$ cat config.mk
export PLATFORM = sky130hd
export DESIGN_NAME = scr1_wb_host_master
export DESIGN_NICKNAME = d
export VERILOG_FILES = /design/src/rtl/scr1_wb_host_pkg.sv /design/src/rtl/scr1_wb_cmd_fifo.sv /design/src/rtl/scr1_wb_host_master.sv
export SDC_FILE = /design/constraint.sdc
export NUM_CORES = 1
export LEC_CHECK = 0
export BUFFER_PORTS_ARGS = -buffer_cell sky130_fd_sc_hd__buf_2
export CAP_MARGIN = 40
export CELL_PAD_IN_SITES_DETAIL_PLACEMENT = 0
export CELL_PAD_IN_SITES_GLOBAL_PLACEMENT = 1
export CORE_AREA = 2 2 213 215
export CTS_CLUSTER_DIAMETER = 80
export DETAILED_ROUTE_END_ITERATION = 10
export DIE_AREA = 0 0 215 217
export PLACE_DENSITY = 0.68
export SLEW_MARGIN = 20
export SYNTH_ARGS = -nofsm -noshare
export SYNTH_HDL_FRONTEND = slang
export SYNTH_HIERARCHICAL = 1
export SYNTH_SLANG_ARGS = --single-unit
export TNS_END_PERCENT = 30
$ cat constraint.sdc
create_clock -name clk -period 8.6 [get_ports clk]
set_input_delay 0 -clock clk [delete_from_list [all_inputs] [get_ports clk]]
set_output_delay 0 -clock clk [all_outputs]
set_load 0.1 [all_outputs]
$ cat src/rtl/scr1_wb_host_pkg.sv
// Shared types for the Wishbone host master: FSM states and the command
// word that travels through the command FIFO.
package scr1_wb_host_pkg;

  typedef enum logic [1:0] {
    IDLE = 2'd0,
    REQ  = 2'd1,
    RSP  = 2'd2
  } scr1_wbh_state_e;

  typedef struct packed {
    logic        we;
    logic [31:0] adr;
    logic [31:0] dat;
    logic [3:0]  sel;
  } scr1_wbh_cmd_s;

  localparam int CMD_W = $bits(scr1_wbh_cmd_s);

endpackage

$ cat src/rtl/scr1_wb_cmd_fifo.sv
// Command FIFO for the Wishbone host master. Synchronous push/pop with
// full/empty flags. There is no bypass path: a push is refused while full even
// if a pop happens on the same edge, and a pop only ever returns stored data.
module scr1_wb_cmd_fifo
  import scr1_wb_host_pkg::*;
#(
  parameter int DEPTH = 4
) (
  input  logic             clk,
  input  logic             rst_n,
  input  logic             push,
  input  logic [CMD_W-1:0] push_data,
  input  logic             pop,
  output logic [CMD_W-1:0] pop_data,
  output logic             full,
  output logic             empty
);

  localparam int PW = $clog2(DEPTH);
  localparam logic [PW-1:0] PTR_ONE  = PW'(1);
  localparam logic [PW:0]   CNT_ONE  = (PW + 1)'(1);
  localparam logic [PW:0]   FULL_CNT = (PW + 1)'(DEPTH);

  logic [CMD_W-1:0] mem [DEPTH];
  logic [PW-1:0]    wr_ptr;
  logic [PW-1:0]    rd_ptr;
  logic [PW:0]      count;
  logic             push_ok;
  logic             pop_ok;

  assign full     = (count == FULL_CNT);
  assign empty    = (count == '0);
  assign push_ok  = push && !full;
  assign pop_ok   = pop && !empty;
  assign pop_data = mem[rd_ptr];

  // Storage array: written on an accepted push, no reset needed.
  always_ff @(posedge clk) begin
    if (push_ok) begin
      mem[wr_ptr] <= push_data;
    end
  end

  // Pointers wrap naturally (power-of-two depth); count tracks occupancy.
  always_ff @(posedge clk or negedge rst_n) begin
    if (!rst_n) begin
      wr_ptr <= '0;
      rd_ptr <= '0;
      count  <= '0;
    end else begin
      if (push_ok) begin
        wr_ptr <= wr_ptr + PTR_ONE;
      end
      if (pop_ok) begin
        rd_ptr <= rd_ptr + PTR_ONE;
      end
      case ({push_ok, pop_ok})
        2'b10:   count <= count + CNT_ONE;
        2'b01:   count <= count - CNT_ONE;
        default: count <= count;
      endcase
    end
  end

endmodule

$ cat src/rtl/scr1_wb_host_master.sv
// Wishbone classic initiator. Commands are queued in a small FIFO and issued
// as single read/write cycles, one outstanding at a time. Each transfer ends
// on err_i, ack_i or a timeout, and its result is held on the response channel
// until consumed.
//
// Handshakes: a transfer on cmd_* or rsp_* happens on a rising clk edge where
// valid and ready are both high. The offering side holds valid and payload
// stable until that edge; ready may change freely and never depends on valid.
module scr1_wb_host_master
  import scr1_wb_host_pkg::*;
#(
  parameter int CMD_FIFO_DEPTH = 4,
  parameter int TIMEOUT_CYCLES = 256
) (
  input  logic        clk,
  input  logic        rst_n,
  input  logic        cmd_valid,
  output logic        cmd_ready,
  input  logic        cmd_we,
  input  logic [31:0] cmd_adr,
  input  logic [31:0] cmd_dat,
  input  logic [3:0]  cmd_sel,
  output logic        rsp_valid,
  input  logic        rsp_ready,
  output logic [31:0] rsp_dat,
  output logic        rsp_err,
  output logic        rsp_tmo,
  output logic        busy,
  output logic        wb_cyc_o,
  output logic        wb_stb_o,
  output logic        wb_we_o,
  output logic [31:0] wb_adr_o,
  output logic [31:0] wb_dat_o,
  output logic [3:0]  wb_sel_o,
  input  logic [31:0] wb_dat_i,
  input  logic        wb_ack_i,
  input  logic        wb_err_i
);

  // Counter only needs to reach TIMEOUT_CYCLES-1, so it never saturates.
  localparam int TW = $clog2(TIMEOUT_CYCLES);
  localparam logic [TW-1:0] TMO_LAST = TW'(TIMEOUT_CYCLES - 1);
  localparam logic [TW-1:0] TMO_ONE  = TW'(1);

  scr1_wbh_state_e state, state_n;
  logic [TW-1:0]   tmo_cnt, tmo_n;

  scr1_wbh_cmd_s push_cmd;
  scr1_wbh_cmd_s pop_cmd;
  logic          fifo_push;
  logic          fifo_pop;
  logic          fifo_full;
  logic          fifo_empty;

  logic          load;
  logic          term;
  logic          cyc_n, stb_n, we_n;
  logic [31:0]   adr_n, dat_n;
  logic [3:0]    sel_n;
  logic          rsp_valid_n, rsp_err_n, rsp_tmo_n;
  logic [31:0]   rsp_dat_n;

  assign push_cmd  = '{we: cmd_we, adr: cmd_adr, dat: cmd_dat, sel: cmd_sel};
  assign cmd_ready = !fifo_full;
  assign fifo_push = cmd_valid && !fifo_full;
  assign busy      = !fifo_empty || (state != IDLE);

  scr1_wb_cmd_fifo #(
    .DEPTH (CMD_FIFO_DEPTH)
  ) u_fifo (
    .clk       (clk),
    .rst_n     (rst_n),
    .push      (fifo_push),
    .push_data (push_cmd),
    .pop       (fifo_pop),
    .pop_data  (pop_cmd),
    .full      (fifo_full),
    .empty     (fifo_empty)
  );

  // Next-state and registered-output logic; every register holds by default.
  always_comb begin
    state_n     = state;
    tmo_n       = tmo_cnt;
    fifo_pop    = 1'b0;
    load        = 1'b0;
    term        = 1'b0;
    cyc_n       = wb_cyc_o;
    stb_n       = wb_stb_o;
    we_n        = wb_we_o;
    adr_n       = wb_adr_o;
    dat_n       = wb_dat_o;
    sel_n       = wb_sel_o;
    rsp_valid_n = rsp_valid;
    rsp_dat_n   = rsp_dat;
    rsp_err_n   = rsp_err;
    rsp_tmo_n   = rsp_tmo;

    case (state)
      IDLE: begin
        if (!fifo_empty) begin
          load = 1'b1;
        end
      end
      REQ: begin
        // err_i wins over ack_i; the timeout only fires with neither present.
        if (wb_err_i) begin
          term      = 1'b1;
          rsp_err_n = 1'b1;
          rsp_dat_n = '0;
        end else if (wb_ack_i) begin
          term      = 1'b1;
          rsp_dat_n = wb_we_o ? 32'h0 : wb_dat_i;
        end else if (tmo_cnt == TMO_LAST) begin
          term      = 1'b1;
          rsp_tmo_n = 1'b1;
          rsp_dat_n = '0;
        end else begin
          tmo_n = tmo_cnt + TMO_ONE;
        end
        if (term) begin
          cyc_n       = 1'b0;
          stb_n       = 1'b0;
          rsp_valid_n = 1'b1;
          state_n     = RSP;
        end
      end
      RSP: begin
        // stb is already low here, so a back-to-back command still gets a
        // one-cycle gap before its strobe.
        if (rsp_ready) begin
          rsp_valid_n = 1'b0;
          rsp_err_n   = 1'b0;
          rsp_tmo_n   = 1'b0;
          rsp_dat_n   = '0;
          if (!fifo_empty) begin
            load = 1'b1;
          end else begin
            state_n = IDLE;
          end
        end
      end
      default: begin
        state_n = IDLE;
      end
    endcase

    if (load) begin
      fifo_pop = 1'b1;
      state_n  = REQ;
      tmo_n    = '0;
      cyc_n    = 1'b1;
      stb_n    = 1'b1;
      we_n     = pop_cmd.we;
      adr_n    = pop_cmd.adr;
      dat_n    = pop_cmd.we ? pop_cmd.dat : 32'h0;
      sel_n    = pop_cmd.sel;
    end
  end

  // State, timeout counter, Wishbone and response registers.
  always_ff @(posedge clk or negedge rst_n) begin
    if (!rst_n) begin
      state     <= IDLE;
      tmo_cnt   <= '0;
      wb_cyc_o  <= 1'b0;
      wb_stb_o  <= 1'b0;
      wb_we_o   <= 1'b0;
      wb_adr_o  <= '0;
      wb_dat_o  <= '0;
      wb_sel_o  <= '0;
      rsp_valid <= 1'b0;
      rsp_dat   <= '0;
      rsp_err   <= 1'b0;
      rsp_tmo   <= 1'b0;
    end else begin
      state     <= state_n;
      tmo_cnt   <= tmo_n;
      wb_cyc_o  <= cyc_n;
      wb_stb_o  <= stb_n;
      wb_we_o   <= we_n;
      wb_adr_o  <= adr_n;
      wb_dat_o  <= dat_n;
      wb_sel_o  <= sel_n;
      rsp_valid <= rsp_valid_n;
      rsp_dat   <= rsp_dat_n;
      rsp_err   <= rsp_err_n;
      rsp_tmo   <= rsp_tmo_n;
    end
  end

endmodule

==> flow_metrics.tcl <==
set metrics [dict create \
    synthArstFlopShare 0.307 \
    wl_mm 33.6 \
    portBuffers 214 \
    r2r-end "u_fifo/count[2]" \
    pin_count 215 \
    synthDistinctLibCells 47 \
    syn_area_per_cell_um2 16.9 \
    synth_top_area_frac 0.539 \
    die_area_mm2 0.0467 \
    h-tree-depth 2 \
    multi_input_area_mm2 0.00352 \
    numCtsBuffers 43 \
    cp_data_required_time_ns 9.08 \
    postCtsSetupRepairBufs 0 \
    fin_util 0.437 \
    drt-initial-drc-count 440 \
    cp_max_fo 41 \
    synth_area_mm2 0.0154 \
    grt_pass1_wl_mm 52.4 \
    cts.hold.buffers_added 107 \
    yosys-top-cells-area "edfxtp_1 (54%), dfrtp_1 (20%), mux4_2 (10%), nand2_1 (5.2%), mux2i_1 (2.3%)" \
    min_path_type "in2async" \
    cts.sinks 398 \
    drive_above_1_share 0.296 \
    cts-root-buf "clkbuf_16" \
    grt_start_max_net_pins 65 \
    antenna_left 0 \
    nets 1366 \
    r2r-start "state[0]" \
    overflow 0 \
    gp_congestion 0.736 \
    start_util 0.344 \
    register_area_mm2 0.0113 \
    die_h_um 217 \
    dpl_worst_slack_ns 5.55 \
    fin_crit_ns 3.04 \
    rsz0062_at_grt "false" \
    crit_type "reg2reg" \
    synth_top_flop_cell "edfxtp_1" \
    status "finished, final reports clean" \
    cp_data_arrival_time_ns 3.51 \
    end_kind "flop" \
    max_slew_margin 0.476 \
    critical-path-slowest-cell "or2_4" \
    path_cells "inv_1 > ha_1 > a21oi_1 > or2_4 > buf_12 > clkinv_2 > o31a_1 > ha_1 > inv_1 > fa_1 > xor2_1 > nor2_1 > xor2_1" \
    slew_viol_final 0 \
    synth_nets 1029 \
    grtUsageTotal 0.146 \
    clockBufferDepth 3 \
    viasPerCell 4.56 \
    nFillCells 4086 \
    antenna_found_initial 2 \
    tritoncts "yes" \
    synth-seq-area-share 0.737 \
    final_area_mm2 0.0196 \
    rows 78 \
    post_cts_resized 0 \
    cp_slowest_stage_delay_ns 0.42 \
    insertion_delay_ns 0.56 \
    first_global_vias 9133 \
    drc 0 \
    fin_ws_ns 5.56 \
    wl_per_cell_um 17.8 \
    reg2reg_depth 13 \
    ys_ff_latch 398 \
    worst_slew_pin_slew_ns 0.786 \
    vias 8587 \
    area_growth_pct 27.1 \
    core_mm2 0.0447 \
    clk_transition_reported_paths_ns 0.06 \
    fin_tns_setup_ns 0 \
    drt_pass1_iterations 4 \
    report.final.setup_viol 0 \
    fin_crit_sh 0.353 \
    maxCapViolations 0 \
    cp-start-kind "flop" \
    dp_hpwl_mm 19.8 \
    reg2reg_slack_ns 5.56 \
    synth_edf_count 276 \
    finalClockSkew_ns 0.0129 \
    syn_inst 911 \
    yosysTopAreaCell "edfxtp_1" \
    ys_warn_count 6 \
    postPlaceCellArea_mm2 0.0170 \
    die_w_um 215 \
    hold_violations 0 \
    max_freq_ghz 0.329 \
]
worst max path at each step:
| stage | startpoint | end | slack, ns | depth (start not counted) |
|---|---|---|---|---|
| global placement | state[0] | state[1] | 5.38 | 8 |
| global route | state[0] | u_fifo/count[2] | 5.35 | 13 |
| finish | state[0] | u_fifo/count[2] | 5.56 | 13 |
| floorplan | u_fifo/count[2] | u_fifo/mem[0][0] | 5.61 | 4 |
| detailed placement | state[0] | u_fifo/count[2] | 5.55 | 13 |
| CTS | state[0] | u_fifo/count[2] | 5.53 | 13 |
cell families (layout without fill, tap and decap cells):
kind of cell	Yosys count	count (layout)	share of synthesized area
DFF	398	398	0.737
and+or+nand+nor	276	276	0.0769
muxes	107	107	0.126
buffers and inverters	90	462	0.0352
AOI/OAI and AO/OA	17	17	0.00830
xor gates and xnor gates	12	12	0.00683
adders and majority gates	11	11	0.00943
other	0	2	0
cell usage after synthesis, types with 7 or more instances:
library cell  count
nand3_1          34
buf_2            15
xor2_1            7
nor2_1            9
dfrtp_1         122
clkbuf_1         15
buf_12           10
nand2_1         213
mux2i_1          36
inv_1            45
edfxtp_1        276
ha_1             10
mux4_2           68
cells in the final DEF (no fill, tap or decap), drive strengths merged, types with 2 or more instances in the layout:
cell | synthesis | final
mux4 | 69 | 69
diode | 0 | 2
nor2b | 2 | 2
buf | 29 | 229
dfrtp | 122 | 122
nand3 | 34 | 34
ha | 10 | 10
a22o | 2 | 2
inv | 46 | 48
edfxtp | 276 | 276
mux2 | 2 | 2
clkinv | 0 | 11
xnor2 | 5 | 5
nor2 | 9 | 9
clkbuf | 15 | 61
nand2 | 213 | 213
clkinvlp | 0 | 5
xor2 | 7 | 7
dlygate4sd3 | 0 | 107
a21oi | 2 | 2
nor3b | 2 | 2
o211ai | 2 | 2
and4 | 2 | 2
o21ai | 4 | 4
o2111ai | 2 | 2
and2 | 5 | 5
mux2i | 36 | 36
area by class of cell:
cell class / instances / share of cell area
inverter: 46 / 0.00889
tap: 600 / 0.0384
clock buffer: 61 / 0.0632
timing repair buffer: 336 / 0.121
multi-input combinational: 423 / 0.180
sequential: 398 / 0.580
antenna: 2 / 0.000256
clock inverter: 19 / 0.00806
routing by layer:
layer  vias up  routed length [um]  track usage
met3        41                1680       0.0303
li1       4002                   -            -
met5         -                   0            0
met1      4327               15100        0.193
met2       217               16200        0.244
met4         0                 610       0.0439
sequential cells by signal, indices dropped and copies added (netlist names), 3 cells and up:
| register | count |
|---|---|
| u_fifo/mem | 276 |
| rsp_dat | 32 |
| wb_adr_o | 32 |
| wb_dat_o | 32 |
| tmo_cnt | 8 |
| wb_sel_o | 4 |
| u_fifo/count | 3 |
critical path: cells and delay by family, from the launching register on:
kind,cells,cell delay (ns)
and+or+nand+nor,2,0.53
AOI/OAI and AO/OA,2,0.32
buffers and inverters,4,0.48
xor gates and xnor gates,2,0.30
DFF,1,0.40
adders and majority gates,3,0.91
per-stage QoR:
| stage | std cells | hold slack [ns] |
|---|---|---|
| after floorplan | 911 | -0.296 |
| after global placement | 1690 | 0.0800 |
| after detailed placement | 1694 | 0.0969 |
| after CTS | 1881 | 0.0554 |
| after global routing | 1884 | 0.0883 |
| final | 1885 | 0.0668 |
Power is left out: the tool's default activity adds up to more than one toggle a clock period on the data nets, which glitch-free logic cannot reach.
